===== config.mk =====
export PLATFORM = sky130hd
export DESIGN_NAME = demux_1to2_buf_flat
export DESIGN_NICKNAME = d
export VERILOG_FILES = /design/src/rtl/demux_1to2_buf_if.sv /design/src/rtl/demux_1to2_buf.sv /design/src/flat_wrapper.sv
export SDC_FILE = /design/constraint.sdc
export NUM_CORES = 1
export LEC_CHECK = 0
export ABC_CLOCK_PERIOD_IN_PS = 2390
export CORE_ASPECT_RATIO = 1.2
export CORE_MARGIN = 2
export CORE_UTILIZATION = 42
export CTS_CLUSTER_SIZE = 40
export DETAILED_ROUTE_END_ITERATION = 12
export MAX_ROUTING_LAYER = met4
export PLACE_DENSITY = 0.79
export SLEW_MARGIN = 40
export SYNTH_ARGS = -nofsm -noshare
export SYNTH_HDL_FRONTEND = slang
export SYNTH_SLANG_ARGS = --single-unit
export TNS_END_PERCENT = 5

===== constraint.sdc =====
create_clock -name clk -period 2.39 [get_ports clk]
set_input_delay 0.478 -clock clk [delete_from_list [all_inputs] [get_ports clk]]
set_output_delay 0.478 -clock clk [all_outputs]
set_load 0.02 [all_outputs]

===== src/rtl/demux_1to2_buf_if.sv =====
// Handshake bundle for demux_1to2_buf: one source stream and two destination streams.
// Counter outputs exist only when DEMUX_COUNT_EN is defined.
interface demux_1to2_buf_if #(
  parameter int WIDTH   = 32,
  parameter int COUNT_W = 16
);
  logic             in_valid;
  logic             in_ready;
  logic [WIDTH-1:0] in_data;
  logic             sel;
  logic             out0_valid;
  logic             out0_ready;
  logic [WIDTH-1:0] out0_data;
  logic             out1_valid;
  logic             out1_ready;
  logic [WIDTH-1:0] out1_data;
`ifdef DEMUX_COUNT_EN
  logic [COUNT_W-1:0] out0_count;
  logic [COUNT_W-1:0] out1_count;
`endif

  // Demux side: consumes the source stream, produces both destination streams.
  modport slave (
    input  in_valid, in_data, sel, out0_ready, out1_ready,
    output in_ready, out0_valid, out0_data, out1_valid, out1_data
`ifdef DEMUX_COUNT_EN
    , output out0_count, out1_count
`endif
  );

  modport master (
    output in_valid, in_data, sel, out0_ready, out1_ready,
    input  in_ready, out0_valid, out0_data, out1_valid, out1_data
`ifdef DEMUX_COUNT_EN
    , input out0_count, out1_count
`endif
  );
endinterface


===== src/rtl/demux_1to2_buf.sv =====
// Registered 1:2 demux with a one-entry holding slot per output; a stalled output only blocks
// offers aimed at it. Define DEMUX_COUNT_EN to add per-output wrapping transfer counters.
module demux_1to2_buf #(
  parameter int WIDTH   = 32,
  parameter int COUNT_W = 16
) (
  input logic             clk,
  input logic             reset,
  demux_1to2_buf_if.slave bus
);

  typedef enum logic [0:0] {
    SLOT_EMPTY = 1'b0,
    SLOT_FULL  = 1'b1
  } slot_state_t;

  slot_state_t      slot0_state_r, slot0_state_s;
  slot_state_t      slot1_state_r, slot1_state_s;
  logic [WIDTH-1:0] slot0_data_r;
  logic [WIDTH-1:0] slot1_data_r;
  logic             in_ready_s;
  logic             load0_s, load1_s;
  logic             drain0_s, drain1_s;

  // Handshake decode: readiness depends only on the slot the source is addressing.
  always_comb begin
    in_ready_s = 1'b0;
    load0_s    = 1'b0;
    load1_s    = 1'b0;
    drain0_s   = (slot0_state_r == SLOT_FULL) && bus.out0_ready;
    drain1_s   = (slot1_state_r == SLOT_FULL) && bus.out1_ready;
    if (bus.sel) begin
      in_ready_s = (slot1_state_r == SLOT_EMPTY) || bus.out1_ready;
      load1_s    = bus.in_valid && in_ready_s;
    end else begin
      in_ready_s = (slot0_state_r == SLOT_EMPTY) || bus.out0_ready;
      load0_s    = bus.in_valid && in_ready_s;
    end
  end

  // Slot next-state: a load always wins, so drain+load in one cycle stays FULL.
  always_comb begin
    slot0_state_s = slot0_state_r;
    slot1_state_s = slot1_state_r;
    case (slot0_state_r)
      SLOT_EMPTY: if (load0_s) slot0_state_s = SLOT_FULL; else slot0_state_s = SLOT_EMPTY;
      SLOT_FULL:  if (drain0_s && !load0_s) slot0_state_s = SLOT_EMPTY; else slot0_state_s = SLOT_FULL;
      default:    slot0_state_s = SLOT_EMPTY;
    endcase
    case (slot1_state_r)
      SLOT_EMPTY: if (load1_s) slot1_state_s = SLOT_FULL; else slot1_state_s = SLOT_EMPTY;
      SLOT_FULL:  if (drain1_s && !load1_s) slot1_state_s = SLOT_EMPTY; else slot1_state_s = SLOT_FULL;
      default:    slot1_state_s = SLOT_EMPTY;
    endcase
  end

  // Slot state registers.
  always_ff @(posedge clk or posedge reset) begin
    if (reset) begin
      slot0_state_r <= SLOT_EMPTY;
      slot1_state_r <= SLOT_EMPTY;
    end else begin
      slot0_state_r <= slot0_state_s;
      slot1_state_r <= slot1_state_s;
    end
  end

  // Slot data: written only on load and deliberately left in place after a drain.
  always_ff @(posedge clk or posedge reset) begin
    if (reset) begin
      slot0_data_r <= {WIDTH{1'b0}};
      slot1_data_r <= {WIDTH{1'b0}};
    end else begin
      if (load0_s) slot0_data_r <= bus.in_data;
      else         slot0_data_r <= slot0_data_r;
      if (load1_s) slot1_data_r <= bus.in_data;
      else         slot1_data_r <= slot1_data_r;
    end
  end

  assign bus.in_ready   = in_ready_s;
  assign bus.out0_valid = (slot0_state_r == SLOT_FULL);
  assign bus.out0_data  = slot0_data_r;
  assign bus.out1_valid = (slot1_state_r == SLOT_FULL);
  assign bus.out1_data  = slot1_data_r;

`ifdef DEMUX_COUNT_EN
  logic [COUNT_W-1:0] out0_count_r;
  logic [COUNT_W-1:0] out1_count_r;

  // Completed-transfer counters; wrap silently at the top of their range.
  always_ff @(posedge clk or posedge reset) begin
    if (reset) begin
      out0_count_r <= {COUNT_W{1'b0}};
      out1_count_r <= {COUNT_W{1'b0}};
    end else begin
      if (drain0_s) out0_count_r <= out0_count_r + COUNT_W'(1'b1);
      else          out0_count_r <= out0_count_r;
      if (drain1_s) out1_count_r <= out1_count_r + COUNT_W'(1'b1);
      else          out1_count_r <= out1_count_r;
    end
  end

  assign bus.out0_count = out0_count_r;
  assign bus.out1_count = out1_count_r;
`endif

endmodule


===== src/flat_wrapper.sv =====
// flat-port wrapper written by rule: the top's interface ports become plain ports
module demux_1to2_buf_flat 
#(
  parameter int WIDTH   = 32,
  parameter int COUNT_W = 16
)
  (clk, reset, bus_in_valid, bus_in_data, bus_sel, bus_out0_ready, bus_out1_ready, bus_in_ready, bus_out0_valid, bus_out0_data, bus_out1_valid, bus_out1_data);
  demux_1to2_buf_if #(.WIDTH(WIDTH), .COUNT_W(COUNT_W)) bus_i ();
  input logic clk;
  input logic reset;
  input wire logic [$bits(bus_i.in_valid)-1:0] bus_in_valid;
  input wire logic [$bits(bus_i.in_data)-1:0] bus_in_data;
  input wire logic [$bits(bus_i.sel)-1:0] bus_sel;
  input wire logic [$bits(bus_i.out0_ready)-1:0] bus_out0_ready;
  input wire logic [$bits(bus_i.out1_ready)-1:0] bus_out1_ready;
  output wire logic [$bits(bus_i.in_ready)-1:0] bus_in_ready;
  output wire logic [$bits(bus_i.out0_valid)-1:0] bus_out0_valid;
  output wire logic [$bits(bus_i.out0_data)-1:0] bus_out0_data;
  output wire logic [$bits(bus_i.out1_valid)-1:0] bus_out1_valid;
  output wire logic [$bits(bus_i.out1_data)-1:0] bus_out1_data;
  assign bus_i.in_valid = bus_in_valid;
  assign bus_i.in_data = bus_in_data;
  assign bus_i.sel = bus_sel;
  assign bus_i.out0_ready = bus_out0_ready;
  assign bus_i.out1_ready = bus_out1_ready;
  assign bus_in_ready = bus_i.in_ready;
  assign bus_out0_valid = bus_i.out0_valid;
  assign bus_out0_data = bus_i.out0_data;
  assign bus_out1_valid = bus_i.out1_valid;
  assign bus_out1_data = bus_i.out1_data;
  demux_1to2_buf #(.WIDTH(WIDTH), .COUNT_W(COUNT_W)) u_core (.clk(clk), .reset(reset), .bus(bus_i));
endmodule

# Yosys cells after proc, flatten, opt, wreduce, memory -nomap -nowiden

Cells that the tools add are included.

Input port bits: 38
Register bits: 66
Logic and storage cells: 25
Output and inout bits: 67

Multiplexer cells: 9
Reduce and logical (&&, ||, !) cells: 10
Bitwise gates (word level): 2

Operators by type and width:

| operator                           | count |
|---|---|
| two-way mux 1 bit                  | 7 |
| logical AND 1 bit                  | 6 |
| one-hot mux 1 bit (2 select lines) | 2 |
| zero test 1 bit                    | 2 |
| logical OR 1 bit                   | 2 |
| inverter 1 bit                     | 2 |

# Longest topological paths before layout

Gate-level depths: netlist (run 1).

Word-level depth: 8
Mapped depth: 4
Gate-level depth less buffers: 3

# Least setup slack after synthesis (run 1)

No wires, ideal clock.

Path type: input-to-output
Start point: in bus_out1_ready
End point: out bus_in_ready
Arrival: 1.062 ns
Path slack: 0.850 ns
Buffers on the path: 0
Data required time: 1.912 ns
Cell stages on the path: 2
Path through: and2b_1 -> a21oi_1

Longest elaborated chain between the ends: 2

Ends and longest elaborated chain:

| element            | line                 | source |
|---|---|---|
| start: declaration | flat_wrapper.sv:15   | `input wire logic [$bits(bus_i.out1_ready)-1:0] bus_out1_ready;` |
| logical OR 1 bit   | demux_1to2_buf.sv:33 | `in_ready_s = (slot1_state_r == SLOT_EMPTY) \|\| bus.out1_ready;` |
| two-way mux 1 bit  | demux_1to2_buf.sv:32 | `if (bus.sel) begin` |
| end: declaration   | flat_wrapper.sv:16   | `output wire logic [$bits(bus_i.in_ready)-1:0] bus_in_ready;` |

No other way between the ends.

# Final worst setup path (run 1)

Same ends and word-level chain as after synthesis.

==> impl_results.md, run 1 <==
* Worst R2R Setup Slack at around 0.85 ns
* Overall power consumption at between 0.003 and 0.004 W
* Power density over cell area at slightly below 900 mW/mm²
* Cell Chain, Critical Path: clkdlybuf4s50_1 > and2b_1 > a21oi_1 > dlymetal6s2s_1
* Classification of the worst-slack hold path: flop to flop
* Synthesized area per cell at about 17 µm²
* Routed wire length at between 5000 and 6000 µm
* Simple logic cell fraction of the synthesized area at 0.0243
* Synth cell count leaders: sky130_fd_sc_hd__dfrtp_1 (66), sky130_fd_sc_hd__mux2_2 (62), sky130_fd_sc_hd__buf_6 (4)
* Detailed placer's ending HPWL at around 3600 µm
* Worst Clk Skew at ~0.010 ns
* Post-Syn Nets at ~190
* Width of the chip at 74.8 µm
* Leading post-synthesis cells by cell area: sky130_fd_sc_hd__dfrtp_1 (65%), sky130_fd_sc_hd__mux2_2 (28%), sky130_fd_sc_hd__buf_6 (1.8%)
* Number of antenna violations at the first check in global routing at 0
* Max Cap Violations at 0
* Floorplan die height at 88.9 µm
* Buffers plus inverters on the worst setup path at 2
* Source-to-sink clock delay at the later pin of the worst-skew pair at around 0.33 ns
* Fin crit period at 1.96 ns
* Type of element capturing the critical path: output pin
* CTS max path bufs at 2
* Core footprint at 0.00574 mm²
* Overall routing resource usage at 0.176
* Dominant combinational cell family by area after synthesis: multiplexers
* Top-area cell type share of the netlist area at 0.654
* Largest stage delay on the critical path at ~0.45 ns
* Starting DRC count in detailed routing at 37
* Compound-gate portion of the synthesized area at 0.00397
* Total overflow reported by the global router at 0
* Clock Sink Count at 66
* Cells on Worst Hold Path at 1
* Placement Rows at 30
* Outcome: complete, no violations
* Number of hold violations in the final report at 0
* CTS tree: done
* Unrepaired setup endpoints after global routing: false
* Die area at about 0.0066 mm²
* Via count at ~1600
* Count of nets after finishing at 300
* Most used DFF post-synth: sky130_fd_sc_hd__dfrtp_1
* Flip-flop and latch count after synthesis at 66
* Routed via count divided by cell count at about 4.7
* Max-slew violation count at 0
* Per-cell routed wire length at 15.0 µm
* Area growth syn-to-layout at 53.8%
* Destination of the worst hold path: u_core.bus.out1_data[24]
* Worst path slowest cell: sky130_fd_sc_hd__clkdlybuf4s50_1
* Instance count of the mapped netlist at approximately 150
* Pin count of the biggest net entering global routing at 67
* Routability cong. at 0.777
* Post-synthesis sequential area ratio at 0.654
* Data arrival, critical path at around 1.5 ns
* Endpoint of the worst-slack reg-to-reg timing path: u_core.bus.out1_data[12]
* First-pass GRT wire length at around 8200 µm
* Headroom to the max-slew limit at 0.767
* Cell with the most instances after synthesis: sky130_fd_sc_hd__dfrtp_1
* Total negative slack for setup checks at 0 ns
* Leading area contributor after synthesis: sky130_fd_sc_hd__dfrtp_1
* Drt drc at 0
* Max H-tree Level at 3
* Number of enable-type register cells in the synthesized netlist at 0
* Worst-path fanout max at 2
* Family with the most delay on the worst path: buffers and inverters
* Number of warnings printed during yosys synthesis at 0
* Starting Density at 0.439
* Number of primary I/O pins at about 110
* Critical path class: input port to output pin
* Area of the mapped netlist at about 0.0025 mm²
* Number of setup violations in the final report at 0
* Peak supply drop at approximately 0.63 mV
* Required time of the worst setup path at 1.91 ns
* Count of inserted antenna diode cells at 0
* Port Buf Inserts at between 100 and 150
* Clock transition at path regs at approximately 0.07 ns
* Xor and xnor area share after synthesis at 0
* Post-route fraction of the period consumed by the critical path at 0.821
* Clk root buf: sky130_fd_sc_hd__clkbuf_8
* Synth cell types at 15
* Share of cell area taken by muxes after synthesis at 0.286
* Origin of the critical flop-to-flop path: u_core.bus.out1_valid
* Hold buffer count at CTS at 0
* Number of global-route vias before repair at ~1700
* CP startpoint kind: input port
* Startpoint of the worst hold path: u_core.bus.out1_data[24]
* Leakage at between 1.5 and 2 nW
* R2R depth at 5
* Number of CTS-inserted buffers at 9
* Adder-Cell Fraction of Synth Area at 0
* Detailed-router iteration count before antenna repair at 2
* Fmax at roughly 510 MHz
* Share of cells above drive strength 1 at 0.323
* Detail Route Antenna Nets at 0
* Proportion of register bits with asynchronous set or reset after synthesis at 1.00
* Transition time of the tightest slew-check pin at approximately 0.35 ns
power breakdown:
part           total (W)  leakage, nW  switching, W  internal, W
clock           0.000948        0.106      0.000387     0.000561
combinational    0.00103        0.731      0.000461     0.000565
sequential       0.00142        0.777     0.0000988      0.00132
metrics by stage:
step / hold slack, ns / cell area, µm² / std cells / util / setup slack (ns)
floorplan: 0.574 / 2520 / 147 / - / 0.257
global placement: 0.476 / 3670 / 331 / 0.640 / 0.0603
detailed placement: 0.486 / 3670 / 331 / 0.640 / 0.0364
CTS: 0.503 / 3880 / 346 / 0.675 / 0.0342
global route: 0.522 / 3880 / 346 / 0.676 / 0.362
finish: 0.495 / 3880 / 346 / 0.676 / 0.428
cells by family after synthesis:
logic type / count (synthesis)
flops: 66
buf+inv: 8
simple gates: 7
compound gates: 2
mux: 64
worst max-delay path by stage:
stage | start | endpoint | slack, ns | depth (start not counted)
floorplan | reset | u_core.bus.out0_data[0] | 0.26 | 1
global placement | bus_out1_ready | bus_in_ready | 0.06 | 4
detailed placement | bus_out1_ready | bus_in_ready | 0.04 | 4
CTS | bus_out1_ready | bus_in_ready | 0.03 | 4
global route | bus_out1_ready | bus_in_ready | 0.36 | 4
finish | bus_out1_ready | bus_in_ready | 0.43 | 4
placed cells by master, fill, tap and decap left out:
cell and instances:
sky130_fd_sc_hd__dfrtp_1 66, sky130_fd_sc_hd__mux2_1 2, sky130_fd_sc_hd__buf_4 3, sky130_fd_sc_hd__o21ai_0 1, sky130_fd_sc_hd__nor3b_4 1, sky130_fd_sc_hd__inv_1 1, sky130_fd_sc_hd__buf_12 3, sky130_fd_sc_hd__clkdlybuf4s50_1 103
sky130_fd_sc_hd__and2b_1 1, sky130_fd_sc_hd__clkinv_2 1, sky130_fd_sc_hd__nor2_4 1, sky130_fd_sc_hd__clkbuf_8 12, sky130_fd_sc_hd__nand2b_2 1, sky130_fd_sc_hd__nand2_1 1, sky130_fd_sc_hd__dlymetal6s2s_1 1, sky130_fd_sc_hd__clkbuf_1 1
sky130_fd_sc_hd__or2b_1 1, sky130_fd_sc_hd__inv_2 1, sky130_fd_sc_hd__mux2_2 62, sky130_fd_sc_hd__bufinv_16 1, sky130_fd_sc_hd__a21oi_1 1, sky130_fd_sc_hd__nor2_1 1
area by class of cell:
| class | instances | area, µm² |
|---|---|---|
| fillers | 433 | 1860 |
| clock inverters | 2 | 35.0 |
| repair buffers | 110 | 1130 |
| clock buffers | 13 | 169 |
| flip-flops and latches | 66 | 1650 |
| multi-input cells | 73 | 792 |
| inverters | 2 | 7.51 |
| well taps | 80 | 100 |
layer usage:
metal	vias to the layer above	track usage	part of all wire
met3	13	0.0575	0.066
met2	67	0.285	0.50
met5	-	-	0
li1	742	-	-
met4	0	0.0877	0.026
met1	815	0.194	0.41
state kept, by name, indices dropped and copies added, names as in the netlist:
| register | count |
|---|---|
| u_core.bus.out1_data | 32 |
| u_core.bus.out1_valid | 1 |
| u_core.bus.out0_valid | 1 |
| u_core.bus.out0_data | 32 |
timing repair:
item,in CTS,in global routing
resized for setup,0,1
setup endpoints to repair,0,1
setup buffers,0,0
endpoints found under the hold margin,0,0
Note: power is estimated with default switching activity, not from simulation.
==> run 2, diff against run 1 <==
ABC_CLOCK_PERIOD_IN_PS = 1870   (was 2390)
clock period = 1.87 ns   (was 2.39 ns; I/O delays follow)
==> impl_results.md, run 2 (same netlist as run 1, synthesis figures left out) <==
* Setup slack at placement at -0.282 ns (-0.318 ns)
* Fin crit period at 1.70 ns
* Drt drc at 0 (unchanged)
* Floorplan die height at 88.9 µm (unchanged)
* Transition time of the tightest slew-check pin at 0.434 ns (+0.0846 ns)
* Share of cells above drive strength 1 at 0.342 (+0.0186)
* Summed area of non-filler cells in the final layout at 0.00396 mm² (+1.9%)
* Internal power at 0.00320 W (+31%)
* Routed via count divided by cell count at 4.65 (-1.8%)
* Top library cells by usage in the layout, fill and taps aside: sky130_fd_sc_hd__clkdlybuf4s50_1 (103), sky130_fd_sc_hd__dfrtp_1 (66), sky130_fd_sc_hd__mux2_2 (62)
* CTS max path bufs at 2 (unchanged)
* Net switching power at 0.00124 W (+31%)
* Source-to-sink clock delay at the later pin of the worst-skew pair at 0.33 ns (about the same)
* Detailed-routing wirelength on met1 at 2140 µm (+1.5%)
* Hold buffer count at CTS at 0 (unchanged)
* Combinational power share at 0.299 (-0.004)
* Area growth syn-to-layout at 56.7%
* Critical path class: input port to output pin
* CP startpoint kind: input port
* CTS tree: done
* Via count at 1636 (-0.061%)
* DR top layer: met4
* Data arrival, critical path at 1.33 ns (-0.15 ns)
* Max-slew violation count at 0 (unchanged)
* Overall routing resource usage at 0.179 (+0.00303)
* Detailed placer's ending HPWL at 3940 µm (+8.0%)
* Die area at 0.00665 mm² (unchanged)
* Type of element capturing the critical path: output pin
* Sequential fraction of design power at 0.407 (-0.011)
* Clock transition at path regs at 0.08 ns (about the same)
* Cell Chain, Critical Path: clkdlybuf4s50_1 > and2b_1 > a21oi_1 > clkbuf_2
* Met2 wire length at 2630 µm (+0.77%)
* Per-cell routed wire length at 14.9 µm (-0.82%)
* Number of fill cells in the layout at 442 (+2.1%)
* Routability cong. at 0.718 (-7.6%)
* Number of global-route vias before repair at 1797 (+4.5%)
* Worst Clk Skew at 0.0125 ns (+0.00255 ns)
* Number of antenna violations at the first check in global routing at 0 (unchanged)
* Fraction of power spent switching nets at 0.280 (about the same)
* Required time of the worst setup path at 1.50 ns (-0.41 ns)
* Outcome: complete, no violations
* Buffers plus inverters on the worst setup path at 2 (unchanged)
* Routed wire length at 5250 µm (+0.90%)
* Number of hold violations in the final report at 0 (unchanged)
* Setup ws final at 0.168 ns (-0.260 ns)
* Pin count of the biggest net entering global routing at 24 (-64%)
* Headroom to the max-slew limit at 0.710 (-0.0570)
* Part of the total power dissipated in the clock network at 0.294 (+0.014)
* Detail Route Antenna Nets at 0 (unchanged)
* Starting Density at 0.439 (unchanged)
* Placement Rows at 30 (unchanged)
* Wire length on met3 at 386 µm (+12%)
* Total area of sequential cells at 0.00165 mm² (unchanged)
* Number of CTS-inserted buffers at 9 (unchanged)
* Classification of the worst-slack hold path: input port to async pin
* Max H-tree Level at 3 (unchanged)
* Total negative slack for setup checks at 0 ns (unchanged)
* Total overflow reported by the global router at 0 (unchanged)
* Count of nets after finishing at 305 (+1.7%)
* Count of inserted antenna diode cells at 0 (unchanged)
* Area used by multi-input combinational logic at 792 µm² (unchanged)
* Clock Sink Count at 66 (unchanged)
* Port Buf Inserts at 104 (unchanged)
* Unrepaired setup endpoints after global routing: false
* Leakage at 1.64 nW (+1.8%)
* Post-route fraction of the period consumed by the critical path at 0.910
* Core footprint at 0.00574 mm² (unchanged)
* Detailed-router iteration count before antenna repair at 4 (+2)
* Power density over cell area at 1120 mW/mm² (+29%)
* Post-Place Cell Area at 0.00374 mm² (+1.8%)
* Starting DRC count in detailed routing at 54 (+46%)
* Peak supply drop at 0.714 mV (+14%)
* Worst path slowest cell: sky130_fd_sc_hd__clkdlybuf4s50_1
* Width of the chip at 74.8 µm (unchanged)
* Number of setup violations in the final report at 0 (unchanged)
* Family with the most delay on the worst path: buffers and inverters
* Max Cap Violations at 0 (unchanged)
* Number of primary I/O pins at 105 (unchanged)
* Fmax at 588 MHz
* Clk root buf: sky130_fd_sc_hd__clkbuf_8
* Commonest non-fill, non-tap cell in the layout: sky130_fd_sc_hd__clkdlybuf4s50_1
* Largest stage delay on the critical path at 0.45 ns (about the same)
* First-pass GRT wire length at 8490 µm (+3.0%)
* Worst-path fanout max at 2 (unchanged)
-- run 2: cell types whose count changed in the layout (fill, tap and decap cells not counted) --
cell	delta
sky130_fd_sc_hd__buf_4	+3
sky130_fd_sc_hd__buf_12	+2
sky130_fd_sc_hd__clkbuf_8	-2
sky130_fd_sc_hd__clkinvlp_4	+2
sky130_fd_sc_hd__bufinv_16	+1
sky130_fd_sc_hd__clkbuf_2	+1
sky130_fd_sc_hd__clkinv_2	+1
sky130_fd_sc_hd__dlymetal6s2s_1	-1
sky130_fd_sc_hd__inv_2	-1
-- run 2: cell type report --
type,count,share of cell area
timing repair buffer,115,0.299
multi-input combinational,73,0.200
tap,80,0.0253
clock inverter,5,0.0196
clock buffer,11,0.0357
inverter,2,0.00285
sequential,66,0.418
-- run 2: layer usage --
| metal | global-route usage | up-vias |
|---|---|---|
| met5 | - | - |
| met4 | 0.0909 | 0 |
| met3 | 0.0575 | 8 |
| met2 | 0.278 | 69 |
| met1 | 0.208 | 801 |
| li1 | - | 758 |
-- run 2: worst register-to-register path, delay by kind of cell, from the launching register on --
kind / cells / cell delay [ns]
AND/OR/NAND/NOR: 2 / 0.36
buffers and inverters: 2 / 0.31
flip-flops: 1 / 0.38
multiplexers: 1 / 0.35
-- run 2: final timing paths --
check,startpoint,endpoint,slack (ns),depth (start not counted)
max,bus_out1_ready,bus_in_ready,0.17,4
min,reset,u_core.bus.out1_data[22],0.41,2
max reg2reg,u_core.bus.out0_valid,u_core.bus.out0_data[15],0.35,5
min reg2reg,u_core.bus.out1_data[23],u_core.bus.out1_data[23],0.50,1
max in group asynchronous,reset,u_core.bus.out0_data[25],0.95,3
min in group clk,u_core.bus.out1_data[23],u_core.bus.out1_data[23],0.50,1
-- run 2: timing repair --
| item | in CTS | in global routing |
|---|---|---|
| setup endpoints to repair | 1 | 1 |
| pin swaps | 0 | 0 |
| buffers inserted | 0 | 0 |
| endpoints found under the hold margin | 0 | 0 |
| gates resized for setup | 2 | 1 |
-- run 2: power by group through the flow --
| stage | logic [W] | registers, W | clock network, W |
|---|---|---|---|
| after CTS | 0.00135 | 0.00181 | 0.00134 |
| after floorplan | 0.000313 | 0.00215 | 0 |
| after global routing | 0.00141 | 0.00184 | 0.00141 |
| after global placement | 0.00133 | 0.00183 | 0 |
| after detailed placement | 0.00135 | 0.00184 | 0 |
| final | 0.00133 | 0.00181 | 0.00131 |
-- run 2: metrics by stage --
step           power [W]  hold WS [ns]   util  std cells
3_5_place_dp     0.00318         0.484  0.651        336
6_report         0.00444         0.409  0.689        352
2_1_floorplan    0.00247         0.470      -        147
5_1_grt          0.00466         0.419  0.689        352
3_3_place_gp     0.00316         0.471  0.651        336
4_1_cts          0.00450         0.405  0.690        352
